`config.mk`:
```
export PLATFORM = sky130hd
export DESIGN_NAME = vertex_submit_master
export DESIGN_NICKNAME = d
export VERILOG_FILES = /design/src/rtl/vertex_submit_master.sv
export SDC_FILE = /design/constraint.sdc
export NUM_CORES = 1
export LEC_CHECK = 0
export CORE_ASPECT_RATIO = 1.1
export CORE_MARGIN = 1.5
export CORE_UTILIZATION = 60
export DETAILED_ROUTE_END_ITERATION = 10
export GPL_TIMING_DRIVEN = 0
export MAX_ROUTING_LAYER = met4
export PLACE_DENSITY = 0.83
export SYNTH_ARGS = -nofsm -noshare
export SYNTH_HDL_FRONTEND = slang
export SYNTH_SLANG_ARGS = --single-unit
```
`constraint.sdc`:
```
create_clock -name clk -period 39.4 [get_ports clk]
set_input_delay 5.91 -clock clk [delete_from_list [all_inputs] [get_ports clk]]
set_output_delay 5.91 -clock clk [all_outputs]
set_load 0.02 [all_outputs]
```
`src/rtl/vertex_submit_master.sv`:
```
// vertex_submit_master: takes whole triangles from the geometry stage and
// replays each one as three single-beat bus writes (addr 0/1/2 = A/B/C).
// The triangles are buffered in a small FIFO.
// Optional build macro SUBMIT_DOORBELL_EN adds a fourth write per triangle.
// That write goes to address 3 and carries the triangle sequence number.
module vertex_submit_master #(
   parameter int FIFO_DEPTH = 4,
   parameter int VERTEX_W   = 64,
   parameter int COUNT_W    = 16
) (
   input  logic                clk,
   input  logic                reset,
   input  logic                tri_valid,
   output logic                tri_ready,
   input  logic [VERTEX_W-1:0] tri_vertex_a,
   input  logic [VERTEX_W-1:0] tri_vertex_b,
   input  logic [VERTEX_W-1:0] tri_vertex_c,
   output logic                write,
   output logic                read,
   output logic [2:0]          address,
   output logic [VERTEX_W-1:0] writedata,
   input  logic                waitrequest,
   output logic                busy,
   output logic [COUNT_W-1:0]  tri_count
);

   localparam int AW = $clog2(FIFO_DEPTH);
   localparam int PW = AW + 1;

   typedef enum logic [2:0] {
      IDLE, WR_A, WR_B, WR_C
`ifdef SUBMIT_DOORBELL_EN
      , WR_DB
`endif
   } state_t;

   state_t state, state_nxt;

   logic [FIFO_DEPTH-1:0][3*VERTEX_W-1:0] mem;
   logic [PW-1:0]       wr_ptr, rd_ptr, wr_nxt, rd_nxt, occ;
   logic [3*VERTEX_W-1:0] head;
   logic                push, pop, accept, empty, full_nxt, avail_q;

`ifdef SUBMIT_DOORBELL_EN
   logic [COUNT_W-1:0]  cnt_inc;
   assign cnt_inc = tri_count + COUNT_W'(1);
`endif

   assign read     = 1'b0;
   assign push     = tri_valid & tri_ready;
   assign accept   = write & ~waitrequest;
   assign empty    = (wr_ptr == rd_ptr);
   assign occ      = wr_ptr - rd_ptr;
   assign wr_nxt   = wr_ptr + PW'(push);
   assign rd_nxt   = rd_ptr + PW'(pop);
   assign full_nxt = (wr_nxt[AW] != rd_nxt[AW]) && (wr_nxt[AW-1:0] == rd_nxt[AW-1:0]);
   // Head entry as it will be after this edge's pop, so a back-to-back A beat sees the next triangle
   assign head     = mem[rd_nxt[AW-1:0]];
   assign busy     = ~empty | write;

   // Triangle storage; a slot is never overwritten while it is the head because pushes stop when full
   always_ff @(posedge clk) begin
      if (push) mem[wr_ptr[AW-1:0]] <= {tri_vertex_c, tri_vertex_b, tri_vertex_a};
   end

   // FIFO pointers, registered ready and the one-cycle-delayed non-empty flag that paces IDLE exit
   always_ff @(posedge clk or negedge reset) begin
      if (!reset) begin
         wr_ptr    <= '0;
         rd_ptr    <= '0;
         tri_ready <= 1'b1;
         avail_q   <= 1'b0;
      end else begin
         wr_ptr    <= wr_nxt;
         rd_ptr    <= rd_nxt;
         tri_ready <= ~full_nxt;
         avail_q   <= ~empty;
      end
   end

   // State register
   always_ff @(posedge clk or negedge reset) begin
      if (!reset) state <= IDLE;
      else        state <= state_nxt;
   end

   // Next state and pop; a beat only advances on an accepted write
   always_comb begin
      state_nxt = state;
      pop       = 1'b0;
      case (state)
         IDLE: if (avail_q && !empty) state_nxt = WR_A;
         WR_A: if (accept) state_nxt = WR_B;
         WR_B: if (accept) state_nxt = WR_C;
`ifdef SUBMIT_DOORBELL_EN
         WR_C: if (accept) state_nxt = WR_DB;
         WR_DB: begin
            if (accept) begin
               pop       = 1'b1;
               state_nxt = (occ > PW'(1)) ? WR_A : IDLE;
            end
         end
`else
         WR_C: begin
            if (accept) begin
               pop       = 1'b1;
               state_nxt = (occ > PW'(1)) ? WR_A : IDLE;
            end
         end
`endif
         default: state_nxt = IDLE;
      endcase
   end

   // Bus outputs registered from the next state; they hold while stalled because state and head hold
   always_ff @(posedge clk or negedge reset) begin
      if (!reset) begin
         write     <= 1'b0;
         address   <= 3'd0;
         writedata <= '0;
      end else begin
         write <= (state_nxt != IDLE);
         case (state_nxt)
            WR_A: begin
               address   <= 3'd0;
               writedata <= head[VERTEX_W-1:0];
            end
            WR_B: begin
               address   <= 3'd1;
               writedata <= head[2*VERTEX_W-1:VERTEX_W];
            end
            WR_C: begin
               address   <= 3'd2;
               writedata <= head[3*VERTEX_W-1:2*VERTEX_W];
            end
`ifdef SUBMIT_DOORBELL_EN
            WR_DB: begin
               address   <= 3'd3;
               writedata <= VERTEX_W'(cnt_inc);
            end
`endif
            default: begin
               address   <= 3'd0;
               writedata <= '0;
            end
         endcase
      end
   end

   // Completed-triangle counter, wraps naturally
   always_ff @(posedge clk or negedge reset) begin
      if (!reset)   tri_count <= '0;
      else if (pop) tri_count <= tri_count + COUNT_W'(1);
   end

endmodule
```
# Word level (Yosys, flattened, before mapping)
# Cells that the tools add are included.
[classes]
bitwise = 6
n_lt_le_gt_ge = 4
eq_ne = 9
reduce_logical = 6
add_sub_neg = 4
mux = 15
[op_table]
columns = ["cell", "n"]
rows = [
  ["$bwmux W768", 1],
  ["$bmux W192 S2", 1],
  ["$demux W192 S2", 1],
  ["$mux W192", 2],
  ["$pmux W64 S3", 1],
  ["$add A16 B1 Y16 const B", 1],
  ["$eq A3 B2 Y1 const B", 4],
  ["$mux W3", 4],
  ["$pmux W3 S4", 1],
  ["$add A3 B1 Y3", 2],
  ["$eq A3 B1 Y1 const B", 2],
  ["$lt A2 B3 Y1 const B", 2],
  ["$pmux W2 S2", 1],
  ["$eq A3 B3 Y1", 1],
  ["$gt A3 B1 Y1 const B", 1],
  ["$logic_and A1 B1 Y1", 3],
  ["$logic_not A3 Y1", 1],
  ["$mux W1", 3],
  ["$not A1 Y1", 3],
  ["$reduce_bool A3 Y1", 1],
  ["$sub A3 B3 Y3", 1],
  ["$and A1 B1 Y1", 2],
  ["$eq A2 B2 Y1", 1],
  ["$ge A2 B1 Y1 const B", 1],
  ["3 further kinds", 3],
]
[totals]
ff_bits = 862
output_inout_bits = 87
input_bits = 196
wordCells = 57

# Depth between registers and ports, before layout
[logic_depth]
depth_word = 8
depth_mapped = 10
depth_no_buf = 7

# Least setup slack after synthesis
# No wires, ideal clock.
[synth_timing]
path_type = "input-to-reg"
start = "in tri_valid"
end = "reg mem[192] (netlist name) (enable)"
t_required_ns = 38.419
path_slack_ns = 19.509
setup_ns = 0.981
t_arrival_ns = 18.910
stages = 2
n_path_buf = 0
cell_sequence = "nand2_1 > nor3_1"
[synth_via]
elab_chain_len = 1
[synth_rtl]
columns = ["item", "line_no", "text"]
rows = [
  ["start, declared", "13", "input logic tri_valid,"],
  ["$and A1 B1 Y1", "50", "assign push = tri_valid & tri_ready;"],
  ["end signal, assigned by index", "63", "if (push) mem[wr_ptr[AW-1:0]] <= {tri_vertex_c, tri_vertex_b, tri_vertex_a};"],
  ["end, declared", "39", "logic [FIFO_DEPTH-1:0][3*VERTEX_W-1:0] mem;"],
]
# No other way between the ends.
# A chain may end at the register's enable or synchronous reset.

# Final worst setup path
[layout_timing]
start = "in waitrequest"
end = "reg writedata[41]"
[layout_via]
elab_chain_len = 8
word_cells_on_any_way = 15
classes_between = "1 x add/sub; 3 x eq/ne; 9 x mux; 2 x bitwise"
[layout_rtl]
columns = ["item", "line_no", "text"]
rows = [
  ["start, declared", "22", "input logic waitrequest,"],
  ["$not A1 Y1", "51", "assign accept = write & ~waitrequest;"],
  ["$and A1 B1 Y1", "51", ""],
  ["$mux W1", "105", "if (accept) begin"],
  ["$mux W1", "91", "case (state)"],
  ["named net pop", "42", "logic push, pop, accept, empty, full_nxt, avail_q;"],
  ["$add A3 B1 Y3", "55", "assign rd_nxt = rd_ptr + PW'(pop);"],
  ["named net rd_nxt[1]", "40", "logic [PW-1:0] wr_ptr, rd_ptr, wr_nxt, rd_nxt, occ;"],
  ["$bmux W192 S2", "58", "assign head = mem[rd_nxt[AW-1:0]];"],
  ["$mux W192 (not written as such)", "58", ""],
  ["$pmux W64 S3", "123", "case (state_nxt)"],
  ["end signal, assigned", "126", "writedata <= head[VERTEX_W-1:0];"],
  ["end signal, assigned", "130", "writedata <= head[2*VERTEX_W-1:VERTEX_W];"],
  ["end signal, assigned", "134", "writedata <= head[3*VERTEX_W-1:2*VERTEX_W];"],
  ["end, declared", "21", "output logic [VERTEX_W-1:0] writedata,"],
]
# The timed path passes the listed nets, and every way through them passes these cells. The select of a mux whose other input is x is not followed.

==> flow_summary.json <==
{
  "p_leak_uw": 0.0131,
  "cts_sinks": 862,
  "ys_seq_elements": 862,
  "area_growth_pct": 22.4,
  "clkTransAtPathRegs_ns": 0.06,
  "ant_nets": 0,
  "p_clk_share_pct": 28.8,
  "min_path_cells": 1,
  "io_pins": 283,
  "final_nets": 2038,
  "row_count": 88,
  "post-place-ws_ns": 29.45,
  "timing.critical_path.fanout_max": 10,
  "grt_overflow_total": 0,
  "hold_ws_ns": 0.482,
  "fp.dieW_um": 224,
  "grt_pass1_wl_um": 108000,
  "reg2reg_depth": 9,
  "clockRootBuffer": "clkbuf_16",
  "die-area_um2": 54900,
  "drt_wl_total_um": 72500,
  "cp.required_ns": 39.88,
  "drtIter0Drc": 1520,
  "antenna_found_initial": 24,
  "start_util_pct": 61.0,
  "layout_common_cells": "768 x edfxtp_1, 279 x clkdlybuf4s50_1, 192 x mux4_2, 93 x dfrtp_1, 83 x clkbuf_16",
  "ys_types": 41,
  "worst_slack_ns": 30.02,
  "cts_made_buffers": 81,
  "synth_warnings": 0,
  "ir_drop_mv": 0.0437,
  "hp-start": "tri_count[15]",
  "place.gp.congestion": 0.787,
  "drive_gt1_share_pct": 21.8,
  "place_hpwl_um": 46200,
  "cts_tree": "yes",
  "skew_ns": 0.0143,
  "cts_resized": 0,
  "p_comb_share_pct": 24.7,
  "syn_inst": 1407,
  "port-buffer-count": 280,
  "max_freq_ghz": 0.107,
  "die_h_um": 246,
  "layout_commonest_cell": "edfxtp_1",
  "grtUsageTotal_pct": 28.0,
  "critPathKind": "primary input to flop",
  "cts.htree.levels": 3,
  "drt_first_pass_iters": 7,
  "min_period_ns": 9.38,
  "finalHoldViolCount": 0,
  "clock_latency_ns": 0.62,
  "core_region_area_um2": 52600,
  "startpoint_type": "primary input",
  "postSynthAreaPerCell_um2": 22.8,
  "min_period_over_period_pct": 23.8,
  "slew_headroom_pct": 31.4,
  "finalSetupTns_ns": 0,
  "reg2reg_from": "state[2]",
  "final_util_pct": 74.7,
  "switchingPower_uw": 736,
  "grt_pass1_vias": 17003,
  "seq_area_frac_synth_pct": 79.1,
  "p_sw_share_pct": 27.4,
  "viasPerCell": 6.18,
  "startpoint": "waitrequest",
  "worstMarginPinSlew_ns": 1.03,
  "num_vias": 16066,
  "cp-end-kind": "flop",
  "cap_violations": 0,
  "hp-class": "flop to flop",
  "rsz0062_at_grt": "no",
  "cts.path.max_buffers": 3,
  "wl_per_cell_um": 27.9,
  "status": "finished clean",
  "slew_viol_final": 0,
  "cts_hold_buf": 0,
  "post_cts_buffers": 0,
  "power.total_uw": 2690,
  "drc_errors": 0,
  "netlist_area_um2": 32100,
  "p_int_uw": 1950,
  "power_frac_seq_pct": 46.4,
  "setup-violations-final": 0,
  "crit_arrival_ns": 9.86,
  "power.density_nw_per_um2": 68.3,
  "grt_max_degree": 80
}
-- worst max-delay path, stage by stage --
cell and delay (ns):
clkdlybuf4s50_1 0.46, nand2b_1 0.25, nor2_1 0.40, ha_1 0.28, ha_1 0.26, clkbuf_1 0.77, clkbuf_1 0.63, mux4_2 0.43
a22oi_1 0.32, mux2i_1 0.13
-- registers in the layout, summed over array words and instances, names as in the netlist, 2 cells and up --
register   flops
mem          768
writedata     64
tri_count     16
rd_ptr         3
state          3
wr_ptr         3
address        2
-- routing by layer --
| layer | GRT usage, % | part of all wire [%] |
|---|---|---|
| met1 | 35.3 | 38 |
| met2 | 45.0 | 51 |
| met3 | 5.88 | 7.4 |
| met4 | 11.9 | 3.2 |
| met5 | - | 0 |
-- synthesized netlist by cell type, drive strengths merged --
master	n	area (um2)
or3	1	6.26
nand2b	3	18.8
nor4	2	18.8
nand3b	2	15.0
nor2b	1	6.26
a22oi	64	480
conb	1	3.75
xor2	9	78.8
nand4	5	31.3
a31oi	1	6.26
or4b	1	10.0
and3	2	12.5
a41oi	1	8.76
inv	7	26.3
mux2i	65	651
mux2	2	22.5
and4	1	8.76
edfxtp	768	23100
mux4	192	4320
fa	1	20.0
xnor3	1	22.5
nor2	4	15.0
nand3	6	30.0
dfrtp	93	2330
and2	2	12.5
dfstp	1	26.3
buf	35	221
or2	2	12.5
a211o	1	8.76
clkbuf	39	146
xnor2	13	114
ha	7	87.6
nand2	70	263
nor3	4	25.0
-- power groups by stage --
stage	combinational, uW	clock [uW]	sequential (uW)
after floorplan	348	0	1350
after global placement	601	0	1370
after detailed placement	664	0	1260
after CTS	671	785	1250
after global routing	703	818	1260
final	665	774	1250
-- stage by stage --
stage	cells	area [um2]
after global routing	2598	39300
after floorplan	1409	32100
after detailed placement	2426	36600
after global placement	2364	35800
final	2600	39300
after CTS	2575	39300
-- kinds of logic (layout without fill, tap and decap cells) --
| kind of cell | count (synthesis) | count (layout) | synth area share, % |
|---|---|---|---|
| adder cells (fa/ha/maj) | 8 | 8 | 0.335 |
| AND/OR/NAND/NOR | 106 | 106 | 1.51 |
| AO/OA/AOI/OAI | 67 | 67 | 1.57 |
| XOR/XNOR | 23 | 23 | 0.670 |
| other | 1 | 28 | 0.0117 |
| flip-flops | 862 | 862 | 79.1 |
| multiplexers | 259 | 259 | 15.6 |
| buffers and inverters | 81 | 572 | 1.23 |
-- worst paths after layout --
path                                  to  slack, ns
min reg2reg                tri_count[15]       0.48
max reg2reg                writedata[41]      35.28
min in group asynchronous  writedata[34]       5.14
max in group asynchronous  writedata[14]      33.50
min                        tri_count[15]       0.48
max                        writedata[41]      30.02
-- final cells by class --
type,instances,area (um2)
antenna,25,62.6
tap,675,845
sequential,862,25400
fill,2805,13300
multi-input combinational,466,6350
buffer,74,368
inverter,7,26.3
clock inverter,44,434
timing repair buffer,342,3630
clock buffer,105,2210
Power figures use the tool's default switching activity.
